===== src/rtl/alu_exec_unit.sv =====
`default_nettype none

// ============================================================================
// Module   : alu_exec_unit
// Purpose  : Single-cycle MIPS execute-stage slice. Holds the PC register
//            and its PC+4 incrementer, decodes ALUOp/funct into a 4-bit ALU
//            operation, and performs the 32-bit ALU operation with a Zero
//            flag.
// Revision : 1.0 - initial release
// ============================================================================
module alu_exec_unit #(
    parameter int unsigned      WIDTH    = 32,
    parameter logic [WIDTH-1:0] RESET_PC = 32'h0000_0000
) (
    input  logic             clk,
    input  logic             reset,
    input  logic [WIDTH-1:0] next_pc,
    output logic [WIDTH-1:0] pc,
    output logic [WIDTH-1:0] pc_plus4,
    input  logic [1:0]       alu_op,
    input  logic [5:0]       funct,
    input  logic [WIDTH-1:0] a,
    input  logic [WIDTH-1:0] b,
    output logic [3:0]       alu_operation,
    output logic [WIDTH-1:0] alu_result,
    output logic             zero
);

    // ALUOp encodings from the main control unit
    localparam logic [1:0] C_ALUOP_MEM    = 2'b00;
    localparam logic [1:0] C_ALUOP_BRANCH = 2'b01;
    localparam logic [1:0] C_ALUOP_RTYPE  = 2'b10;
    localparam logic [1:0] C_ALUOP_IMM    = 2'b11;

    // R-type funct field values
    localparam logic [5:0] C_FUNCT_ADD = 6'h20;
    localparam logic [5:0] C_FUNCT_SUB = 6'h22;
    localparam logic [5:0] C_FUNCT_AND = 6'h24;
    localparam logic [5:0] C_FUNCT_OR  = 6'h25;
    localparam logic [5:0] C_FUNCT_NOR = 6'h27;
    localparam logic [5:0] C_FUNCT_SLT = 6'h2A;

    // ALU operation codes
    localparam logic [3:0] C_OP_AND     = 4'b0000;
    localparam logic [3:0] C_OP_OR      = 4'b0001;
    localparam logic [3:0] C_OP_ADD     = 4'b0010;
    localparam logic [3:0] C_OP_SUB     = 4'b0110;
    localparam logic [3:0] C_OP_SLT     = 4'b0111;
    localparam logic [3:0] C_OP_NOR     = 4'b1100;
    localparam logic [3:0] C_OP_INVALID = 4'b1111;

    localparam logic [WIDTH-1:0] C_PC_STEP = WIDTH'(4);

    logic [WIDTH-1:0] pc_d;
    logic [WIDTH-1:0] pc_q;
    logic [3:0]       op_w;
    logic [WIDTH-1:0] result_w;
    logic             slt_w;

    // Next PC is chosen outside this block; the register loads it every cycle
    always_comb begin
        pc_d = next_pc;
    end

    // PC register; asynchronous reset overrides any coincident clock edge
    always_ff @(posedge clk or posedge reset) begin
        if (reset) begin
            pc_q <= RESET_PC;
        end else begin
            pc_q <= pc_d;
        end
    end

    assign pc = pc_q;

    // Sequential-fetch address; wraps modulo 2^WIDTH
    always_comb begin
        pc_plus4 = pc_q + C_PC_STEP;
    end

    // ALU control: map ALUOp (and funct for R-type) onto an ALU operation
    always_comb begin
        op_w = C_OP_INVALID;
        case (alu_op)
            C_ALUOP_MEM:    op_w = C_OP_ADD;
            C_ALUOP_BRANCH: op_w = C_OP_SUB;
            C_ALUOP_RTYPE: begin
                case (funct)
                    C_FUNCT_ADD: op_w = C_OP_ADD;
                    C_FUNCT_SUB: op_w = C_OP_SUB;
                    C_FUNCT_AND: op_w = C_OP_AND;
                    C_FUNCT_OR:  op_w = C_OP_OR;
                    C_FUNCT_SLT: op_w = C_OP_SLT;
                    C_FUNCT_NOR: op_w = C_OP_NOR;
                    default:     op_w = C_OP_INVALID;
                endcase
            end
            C_ALUOP_IMM:    op_w = C_OP_ADD;
            default:        op_w = C_OP_INVALID;
        endcase
    end

    assign alu_operation = op_w;

    // Signed compare for slt; operands are treated as two's complement
    always_comb begin
        slt_w = ($signed(a) < $signed(b));
    end

    // ALU datapath; unknown operation codes yield zero so Zero stays defined
    always_comb begin
        result_w = '0;
        case (op_w)
            C_OP_AND: result_w = a & b;
            C_OP_OR:  result_w = a | b;
            C_OP_ADD: result_w = a + b;
            C_OP_SUB: result_w = a - b;
            C_OP_SLT: result_w = {{(WIDTH-1){1'b0}}, slt_w};
            C_OP_NOR: result_w = ~(a | b);
            default:  result_w = '0;
        endcase
    end

    assign alu_result = result_w;

    // Zero flag follows the result for every operation, invalid ones included
    always_comb begin
        zero = (result_w == '0);
    end

endmodule

`default_nettype wire


===== config.mk =====
export PLATFORM = sky130hd
export DESIGN_NAME = alu_exec_unit
export DESIGN_NICKNAME = d
export VERILOG_FILES = /design/src/rtl/alu_exec_unit.sv
export SDC_FILE = /design/constraint.sdc
export NUM_CORES = 1
export LEC_CHECK = 0
export BUFFER_PORTS_ARGS = -buffer_cell sky130_fd_sc_hd__buf_2
export CAP_MARGIN = 20
export CORE_MARGIN = 1
export CORE_UTILIZATION = 50
export CTS_BUF_LIST = sky130_fd_sc_hd__clkbuf_4 sky130_fd_sc_hd__clkbuf_8
export DETAILED_ROUTE_END_ITERATION = 16
export PLACE_DENSITY = 0.76
export SYNTH_ARGS = -nofsm -noshare
export SYNTH_HDL_FRONTEND = slang
export SYNTH_SLANG_ARGS = --single-unit
export TNS_END_PERCENT = 10

===== constraint.sdc =====
create_clock -name clk -period 6.4 [get_ports clk]
set_clock_uncertainty 0.2 [all_clocks]
set_input_delay 1.28 -clock clk [delete_from_list [all_inputs] [get_ports clk]]
set_output_delay 1.28 -clock clk [all_outputs]
set_load 0.01 [all_outputs]

==> results.sh, run 1 <==
export IMPL_drc=0
export IMPL_report_final_slew_viol_count=0
export IMPL_synthTopCellsByArea="ha_1 (18%), dfrtp_1 (11%), inv_1 (5.3%)"
export IMPL_ir_drop_mv=0.194
export IMPL_syn_nets=1224
export IMPL_power_frac_seq=0.180
export IMPL_cp_end_kind="primary output"
export IMPL_synth_avg_cell_area_um2=7.33
export IMPL_area_growth_pct=28.9
export IMPL_postCtsHoldBufs=0
export IMPL_yosysWarningCount=0
export IMPL_num_vias=9066
export IMPL_wirelength_um=27800
export IMPL_path_clk_slew_ps=70
export IMPL_internal_power_mw=0.672
export IMPL_io_pins=207
export IMPL_worstMarginPinSlew_ps=1020
export IMPL_first_pass_iters=6
export IMPL_switching_share=0.463
export IMPL_grt_max_degree=33
export IMPL_cts_root_buf="clkbuf_8"
export IMPL_mostFrequentLayoutCell="buf_2"
export IMPL_clock_fmax_mhz=158
export IMPL_core_area_um2=14500
export IMPL_htree_levels=2
export IMPL_hold_path_class="in -> async"
export IMPL_die_h_um=124
export IMPL_synth_top_cell_area_share=0.181
export IMPL_cts_sinks=32
export IMPL_largest_register_ffs=32
export IMPL_gr_usage_met2=0.584
export IMPL_routedWlPerCell_um=19.2
export IMPL_antenna_found_initial=0
export IMPL_gr_total_overflow=0
export IMPL_gr_usage_met3=0.0614
export IMPL_fin_crit_ps=6310
export IMPL_fin_crit_sh=0.986
export IMPL_dpl_instance_area_um2=9050
export IMPL_crit_fanout=7
export IMPL_synth_cell_types=98
export IMPL_viasPerCell=6.25
export IMPL_maxSlewHeadroom=0.318
export IMPL_fin_nets=1480
export IMPL_port_buffers=206
export IMPL_syn_inst=1009
export IMPL_synth_edf_count=0
export IMPL_synth_ff_type="dfrtp_1"
export IMPL_gp_congestion=1.00
export IMPL_cts_tree="done"
export IMPL_die_x_um=124
export IMPL_hold_violations=0
export IMPL_combPwrFrac=0.668
export IMPL_leakage_nw=4.69
export IMPL_maxCapViolCount=0
export IMPL_async_reset_ff_frac=1.00
export IMPL_grt_pass1_vias=8219
export IMPL_ys_seq_area_frac=0.108
export IMPL_cp_arrival_ps=4830
export IMPL_cts_buffers=5
export IMPL_netSwitchingPower_mw=0.579
export IMPL_first_iter_violations=960
export IMPL_synth_largest_area_cell="ha_1"
export IMPL_ys_seq_elements=32
export IMPL_grt_pass1_wl_um=41800
export IMPL_grt_met1_usage=0.443
export IMPL_hpwl_um=22100
export IMPL_dp_slack_ps=-106
export IMPL_grt_use_total=0.349
export IMPL_cts_buffer_depth=2
export IMPL_pwr_share_clk=0.152
export IMPL_setup_viol=0
export IMPL_syn_area_um2=7400
export IMPL_row_count=44
export IMPL_busiest_layer="met2"
export IMPL_design_area_um2=9540
export IMPL_drive_gt1_frac=0.308
export IMPL_n_antenna_cell=0
export IMPL_antenna_left=0
export IMPL_power_density_nw_per_um2=131
export IMPL_worst_slack_ps=89.7
export IMPL_dieArea_um2=15300
export IMPL_start_kind="primary input"
export IMPL_status="finished, final reports clean"
export IMPL_start_util=0.511
export IMPL_crit_type="in -> out"
export IMPL_mostFrequentLayoutCells="buf_2 (206), inv_1 (103), ha_1 (96)"
export IMPL_critPathLaunch="b[4]"
export IMPL_critPathRequiredTime_ps=4920
==> layout make-up <==
class / instances / area [µm²]
well taps: 184 / 230
clock inverters: 3 / 42.5
flip-flops and latches: 32 / 801
repair buffers: 303 / 1800
inverters: 104 / 390
multi-input cells: 819 / 6200
clock buffers: 5 / 68.8
fillers: 1319 / 4940
==> synthesized netlist by cell type (11+ instances only) <==
| library cell | number |
|---|---|
| o21ai_0 | 45 |
| ha_1 | 107 |
| dfrtp_1 | 32 |
| xnor2_1 | 25 |
| nand4_1 | 14 |
| o211ai_1 | 13 |
| nand2_1 | 65 |
| nor2_1 | 91 |
| mux2i_1 | 12 |
| inv_1 | 104 |
| nand3_1 | 39 |
| and3_1 | 13 |
| nor3_1 | 33 |
| clkbuf_1 | 22 |
| nor4_1 | 11 |
| a221oi_1 | 27 |
| nor2b_1 | 18 |
| a21oi_1 | 56 |
| buf_2 | 20 |
| a21o_1 | 17 |
| a211oi_1 | 11 |
| nand2b_1 | 13 |
| a31oi_1 | 21 |
==> cells by family (layout without fill, tap and decap cells) <==
kind of cell	Yosys count	in the layout	share of synthesized area
buf+inv	158	415	0.0907
flops	32	32	0.108
fa+ha+maj	109	109	0.186
xor+xnor	34	34	0.0403
mux	14	14	0.0193
compound gates	310	310	0.310
simple gates	352	352	0.246
==> per-layer routing <==
layer,wire length [µm],vias to the layer above
met5,0,-
met4,1140,0
met3,2690,95
met2,12900,534
met1,11100,4226
li1,-,4211
==> repair_timing <==
| action | CTS | global route |
|---|---|---|
| gates resized for setup | 7 | 45 |
| setup endpoints to repair | 1 | 1 |
| setup buffers | 4 | 10 |
| pin swaps | 7 | 21 |
==> metrics by stage <==
stage	utilization	hold WS (ps)	TNS, ps	cells	power (mW)
after floorplan	-	1110	0	1009	0.697
after global placement	0.625	1170	-11.9	1428	0.988
after detailed placement	0.625	1190	-106	1428	0.991
after CTS	0.637	881	0	1440	1.19
after global routing	0.659	883	-48.6	1450	1.32
final	0.659	879	0	1450	1.25
==> how the worst max path moves through the flow <==
stage,endpoint,cells past startpoint
final,zero,16
after global routing,zero,15
after CTS,zero,16
after detailed placement,zero,15
after global placement,zero,15
after floorplan,zero,13
==> worst max-delay path: stages <==
cell and delay (ps):
buf_2 110, inv_1 100, ha_4 230, buf_4 170, nor2_4 120, o311ai_4 160, a211oi_4 390, nor4_4 80
buf_4 160, o311ai_4 290, a31oi_2 150, o32a_1 340, o22a_1 230, or4_4 560, nor4_4 270, buf_2 170
==> power by group through the flow <==
stage / logic [mW] / registers [mW] / clock network (mW)
after floorplan: 0.465 / 0.232 / 0
after global routing: 0.897 / 0.226 / 0.200
final: 0.836 / 0.225 / 0.191
after detailed placement: 0.763 / 0.228 / 0
after global placement: 0.761 / 0.228 / 0
after CTS: 0.776 / 0.225 / 0.193
Note: power is estimated with default switching activity, not from simulation.
==> run 2: changes to the inputs <==
Settings changed: PLACE_DENSITY 0.76 to default, PLACE_DENSITY_LB_ADDON from default to 0.15.
==> results.sh, run 2 (synthesized netlist as in run 1, its figures left out) <==
export IMPL_cts_sinks=32
export IMPL_status="finished, final reports clean"
export IMPL_clock_fmax_mhz=159
export IMPL_fin_crit_sh=0.982
export IMPL_viasPerCell=6.18
export IMPL_dp_slack_ps=-68.2
export IMPL_start_util=0.511
export IMPL_gr_usage_met3=0.0467
export IMPL_n_antenna_cell=0
export IMPL_design_area_um2=9840
export IMPL_port_buffers=206
export IMPL_drc=0
export IMPL_maxCapViolCount=0
export IMPL_wirelength_um=27900
export IMPL_hold_path_class="in -> async"
export IMPL_cp_end_kind="primary output"
export IMPL_grt_pass1_wl_um=41600
export IMPL_fin_crit_ps=6290
export IMPL_core_area_um2=14500
export IMPL_first_pass_iters=6
export IMPL_gr_total_overflow=0
export IMPL_drive_gt1_frac=0.332
export IMPL_antenna_left=0
export IMPL_grt_use_total=0.347
export IMPL_fin_nets=1512
export IMPL_mostFrequentLayoutCells="buf_2 (205), buf_4 (128), inv_1 (101)"
export IMPL_gp_congestion=1.02
export IMPL_io_pins=207
export IMPL_busiest_layer="met2"
export IMPL_grt_pass1_vias=8151
export IMPL_leakage_nw=4.86
export IMPL_cp_arrival_ps=4810
export IMPL_num_vias=9161
export IMPL_die_x_um=124
export IMPL_routedWlPerCell_um=18.8
export IMPL_crit_fanout=8
export IMPL_antenna_found_initial=0
export IMPL_worstMarginPinSlew_ps=985
export IMPL_path_clk_slew_ps=60
export IMPL_row_count=44
export IMPL_power_density_nw_per_um2=133
export IMPL_dpl_instance_area_um2=9290
export IMPL_htree_levels=2
export IMPL_dieArea_um2=15300
export IMPL_gr_usage_met2=0.580
export IMPL_cts_root_buf="clkbuf_8"
export IMPL_cts_buffers=5
export IMPL_hpwl_um=22500
export IMPL_critPathRequiredTime_ps=4920
export IMPL_worst_slack_ps=114
export IMPL_crit_type="in -> out"
export IMPL_timing_hold_ws_ps=862
export IMPL_area_growth_pct=33.1
export IMPL_start_kind="primary input"
export IMPL_postCtsHoldBufs=0
export IMPL_setup_viol=0
export IMPL_cts_buffer_depth=2
export IMPL_hold_violations=0
export IMPL_report_final_slew_viol_count=0
export IMPL_ir_drop_mv=0.155
export IMPL_largest_register_ffs=32
export IMPL_first_iter_violations=921
export IMPL_cts_tree="done"
export IMPL_grt_max_degree=33
export IMPL_mostFrequentLayoutCell="buf_2"
export IMPL_maxSlewHeadroom=0.338
export IMPL_grt_met1_usage=0.456
export IMPL_die_h_um=124
[run 2: per-stage QoR]
| step | instances | utilization | power, mW | TNS (ps) |
|---|---|---|---|---|
| CTS | 1472 | 0.651 | 1.24 | 0 |
| detailed placement | 1464 | 0.642 | 1.02 | -68.2 |
| global placement | 1464 | 0.642 | 1.01 | 0 |
| finish | 1482 | 0.680 | 1.31 | 0 |
| floorplan | 1009 | - | 0.697 | 0 |
| global route | 1482 | 0.680 | 1.39 | -61.3 |
[run 2: what timing repair did]
action | in CTS | in global routing
endpoints found under the hold margin | 0 | 0
resized for setup | 2 | 65
setup endpoints to repair | 1 | 1
pin swaps | 0 | 18
setup buffers | 0 | 10
[run 2: report_power, final]
group          internal, mW  total [mW]  switching [mW]  leakage, nW
clock                 0.137       0.211          0.0735       0.0645
combinational         0.373       0.873           0.500         4.42
sequential            0.213       0.224          0.0117        0.373
[run 2: final cells by class]
| type | count | area, µm² |
|---|---|---|
| clock inverter | 1 | 30.0 |
| inverter | 104 | 395 |
| tap | 184 | 230 |
| clock buffer | 7 | 96.3 |
| multi-input combinational | 819 | 6270 |
| sequential | 32 | 801 |
| fill | 1286 | 4630 |
| timing repair buffer | 335 | 2020 |
[run 2: how the worst max path moves through the flow]
stage / startpoint / endpoint / slack (ps) / cells after the start
after global routing: funct[2] / zero / -60 / 13
after global placement: b[9] / zero / 50 / 17
after floorplan: a[0] / zero / 460 / 13
final: funct[2] / zero / 110 / 13
after CTS: a[0] / zero / 20 / 16
after detailed placement: alu_op[0] / zero / -70 / 16
[run 2: per-layer routing]
layer / part of all wire / vias up
met2: 0.46 / 516
met4: 0.044 / 0
li1: - / 4279
met3: 0.081 / 100
met5: 0 / -
met1: 0.41 / 4266
[run 2: worst max-delay path: stages]
cell      delay (ps)
buf_2            170
mux2i_1          280
a31oi_1          160
or3_1            570
a221oi_2         400
o31ai_4          110
a211o_1          290
or4_4            520
nor4_4           260
buf_4            150
nand4_1          110
nor4_2           310
buf_2            180
==> run 3: changes to the inputs <==
Settings changed: SLEW_MARGIN from default to 20.
Clock period 6.4 ns to 7.35 ns, I/O delays scaled along.
==> results.sh, run 3 (synthesized netlist as in run 1, its figures left out) <==
export IMPL_mostFrequentLayoutCell="buf_2"
export IMPL_crit_fanout=12
export IMPL_hpwl_um=20600
export IMPL_htree_levels=2
export IMPL_die_x_um=124
export IMPL_clock_fmax_mhz=139
export IMPL_post_cts_buffers=0
export IMPL_gp_congestion=1.00
export IMPL_power_mw=0.970
export IMPL_n_antenna_cell=0
export IMPL_report_final_slew_viol_count=0
export IMPL_worst_slack_ps=162
export IMPL_mostFrequentLayoutCells="buf_2 (206), ha_1 (107), inv_1 (104)"
export IMPL_hold_violations=0
export IMPL_gr_total_overflow=0
export IMPL_grt_use_total=0.322
export IMPL_area_growth_pct=17.3
export IMPL_cp_arrival_ps=5520
export IMPL_first_pass_iters=5
export IMPL_start_kind="primary input"
export IMPL_critPathSlowestCell="a2111oi_2"
export IMPL_dp_slack_ps=368
export IMPL_routedWlPerCell_um=18.4
export IMPL_drive_gt1_frac=0.238
export IMPL_grt_max_degree=33
export IMPL_maxSlewHeadroom=0.385
export IMPL_grt_pass1_vias=7919
export IMPL_ir_drop_mv=0.131
export IMPL_cp_end_kind="primary output"
export IMPL_io_pins=207
export IMPL_first_iter_violations=899
export IMPL_die_h_um=124
export IMPL_power_density_nw_per_um2=112
export IMPL_cpPeakStageDelay_ps=720
export IMPL_setup_tns_final_ps=0
export IMPL_core_area_um2=14500
export IMPL_crit_type="in -> out"
export IMPL_fin_crit_ps=7190
export IMPL_antenna_found_initial=0
export IMPL_setup_viol=0
export IMPL_cts_sinks=32
export IMPL_path_clk_slew_ps=60
export IMPL_leakage_nw=4.30
export IMPL_grt_pass1_wl_um=39000
export IMPL_worstMarginPinSlew_ps=923
export IMPL_status="finished, final reports clean"
export IMPL_dpl_instance_area_um2=8570
export IMPL_drc=0
export IMPL_port_buffers=206
export IMPL_crit_top_cell="buf_2"
export IMPL_hold_path_class="in -> async"
export IMPL_dieArea_um2=15300
export IMPL_start_util=0.511
export IMPL_design_area_um2=8680
export IMPL_cts_root_buf="clkbuf_8"
export IMPL_largest_register_ffs=32
export IMPL_cts_buffer_depth=2
export IMPL_wirelength_um=25300
export IMPL_antenna_left=0
export IMPL_fin_nets=1408
export IMPL_maxCapViolCount=0
export IMPL_timing_hold_ws_ps=1060
export IMPL_num_vias=8612
export IMPL_cts_tree="done"
export IMPL_fin_crit_sh=0.978
export IMPL_path_cells="buf_2, inv_1, ha_1, nor2b_1, nor3_1, a31oi_1, a2111oi_2, o221a_2, o21ai_1, or4_1, nor4_1, nand4_1, nor4_2, buf_2"
export IMPL_critPathRequiredTime_ps=5680
export IMPL_viasPerCell=6.25
export IMPL_cts_buffers=5
export IMPL_row_count=44
export IMPL_grt_setup_unrepaired="no"
==> run 3: cell count changes in the layout (fill, tap and decap cells not counted), moves of 3 or more <==
cell      delta
ha_4         -8
ha_2         -4
a31oi_1      +4
a221oi_1     +3
buf_4      -103
ha_1        +12
inv_1        +3
==> run 3: cell type report <==
class / instances / area [µm²]
inverter: 104 / 390
multi-input combinational: 819 / 5940
tap: 184 / 230
sequential: 32 / 801
clock inverter: 1 / 7.51
clock buffer: 7 / 90.1
timing repair buffer: 231 / 1220
fill: 1404 / 5800
==> run 3: worst max-delay path, delay by kind of cell <==
family,cells,cell delay [ps]
AO/OA/AOI/OAI,4,1280
AND/OR/NAND/NOR,6,1930
buffers and inverters,3,320
adder cells (fa/ha/maj),1,510
==> run 3: repair_timing <==
| item | 4_1_cts | 5_1_grt |
|---|---|---|
| endpoints found under the setup margin | 0 | 1 |
| hold buffers | 0 | 0 |
| gates resized for setup | 0 | 1 |
==> run 3: worst max path at each step <==
stage	from	end	slack (ps)	cells after the start
after global routing	a[4]	zero	20	14
after global placement	a[6]	zero	410	14
after CTS	a[0]	zero	370	15
final	a[6]	zero	160	14
after floorplan	a[0]	zero	1030	13
after detailed placement	a[0]	zero	370	15
==> run 3: per-layer routing <==
metal | track usage | wire, µm | up-vias
met2 | 0.531 | 11400 | 495
met4 | 0.123 | 833 | 0
met1 | 0.416 | 10700 | 3974
met3 | 0.0595 | 2360 | 79
li1 | - | - | 4064
met5 | 0 | 0 | -
==> run 3: stage by stage <==
| stage | instances | util |
|---|---|---|
| floorplan | 1009 | - |
| global placement | 1370 | 0.592 |
| detailed placement | 1370 | 0.592 |
| CTS | 1378 | 0.599 |
| global route | 1378 | 0.599 |
| finish | 1378 | 0.599 |
==> run 3: report_power, final <==
| part | leakage [nW] | switching (mW) | internal [mW] |
|---|---|---|---|
| Combinational | 3.88 | 0.392 | 0.243 |
| Clock | 0.0479 | 0.0605 | 0.0796 |
| Sequential | 0.373 | 0.0102 | 0.185 |
| Total | 4.30 | 0.463 | 0.508 |
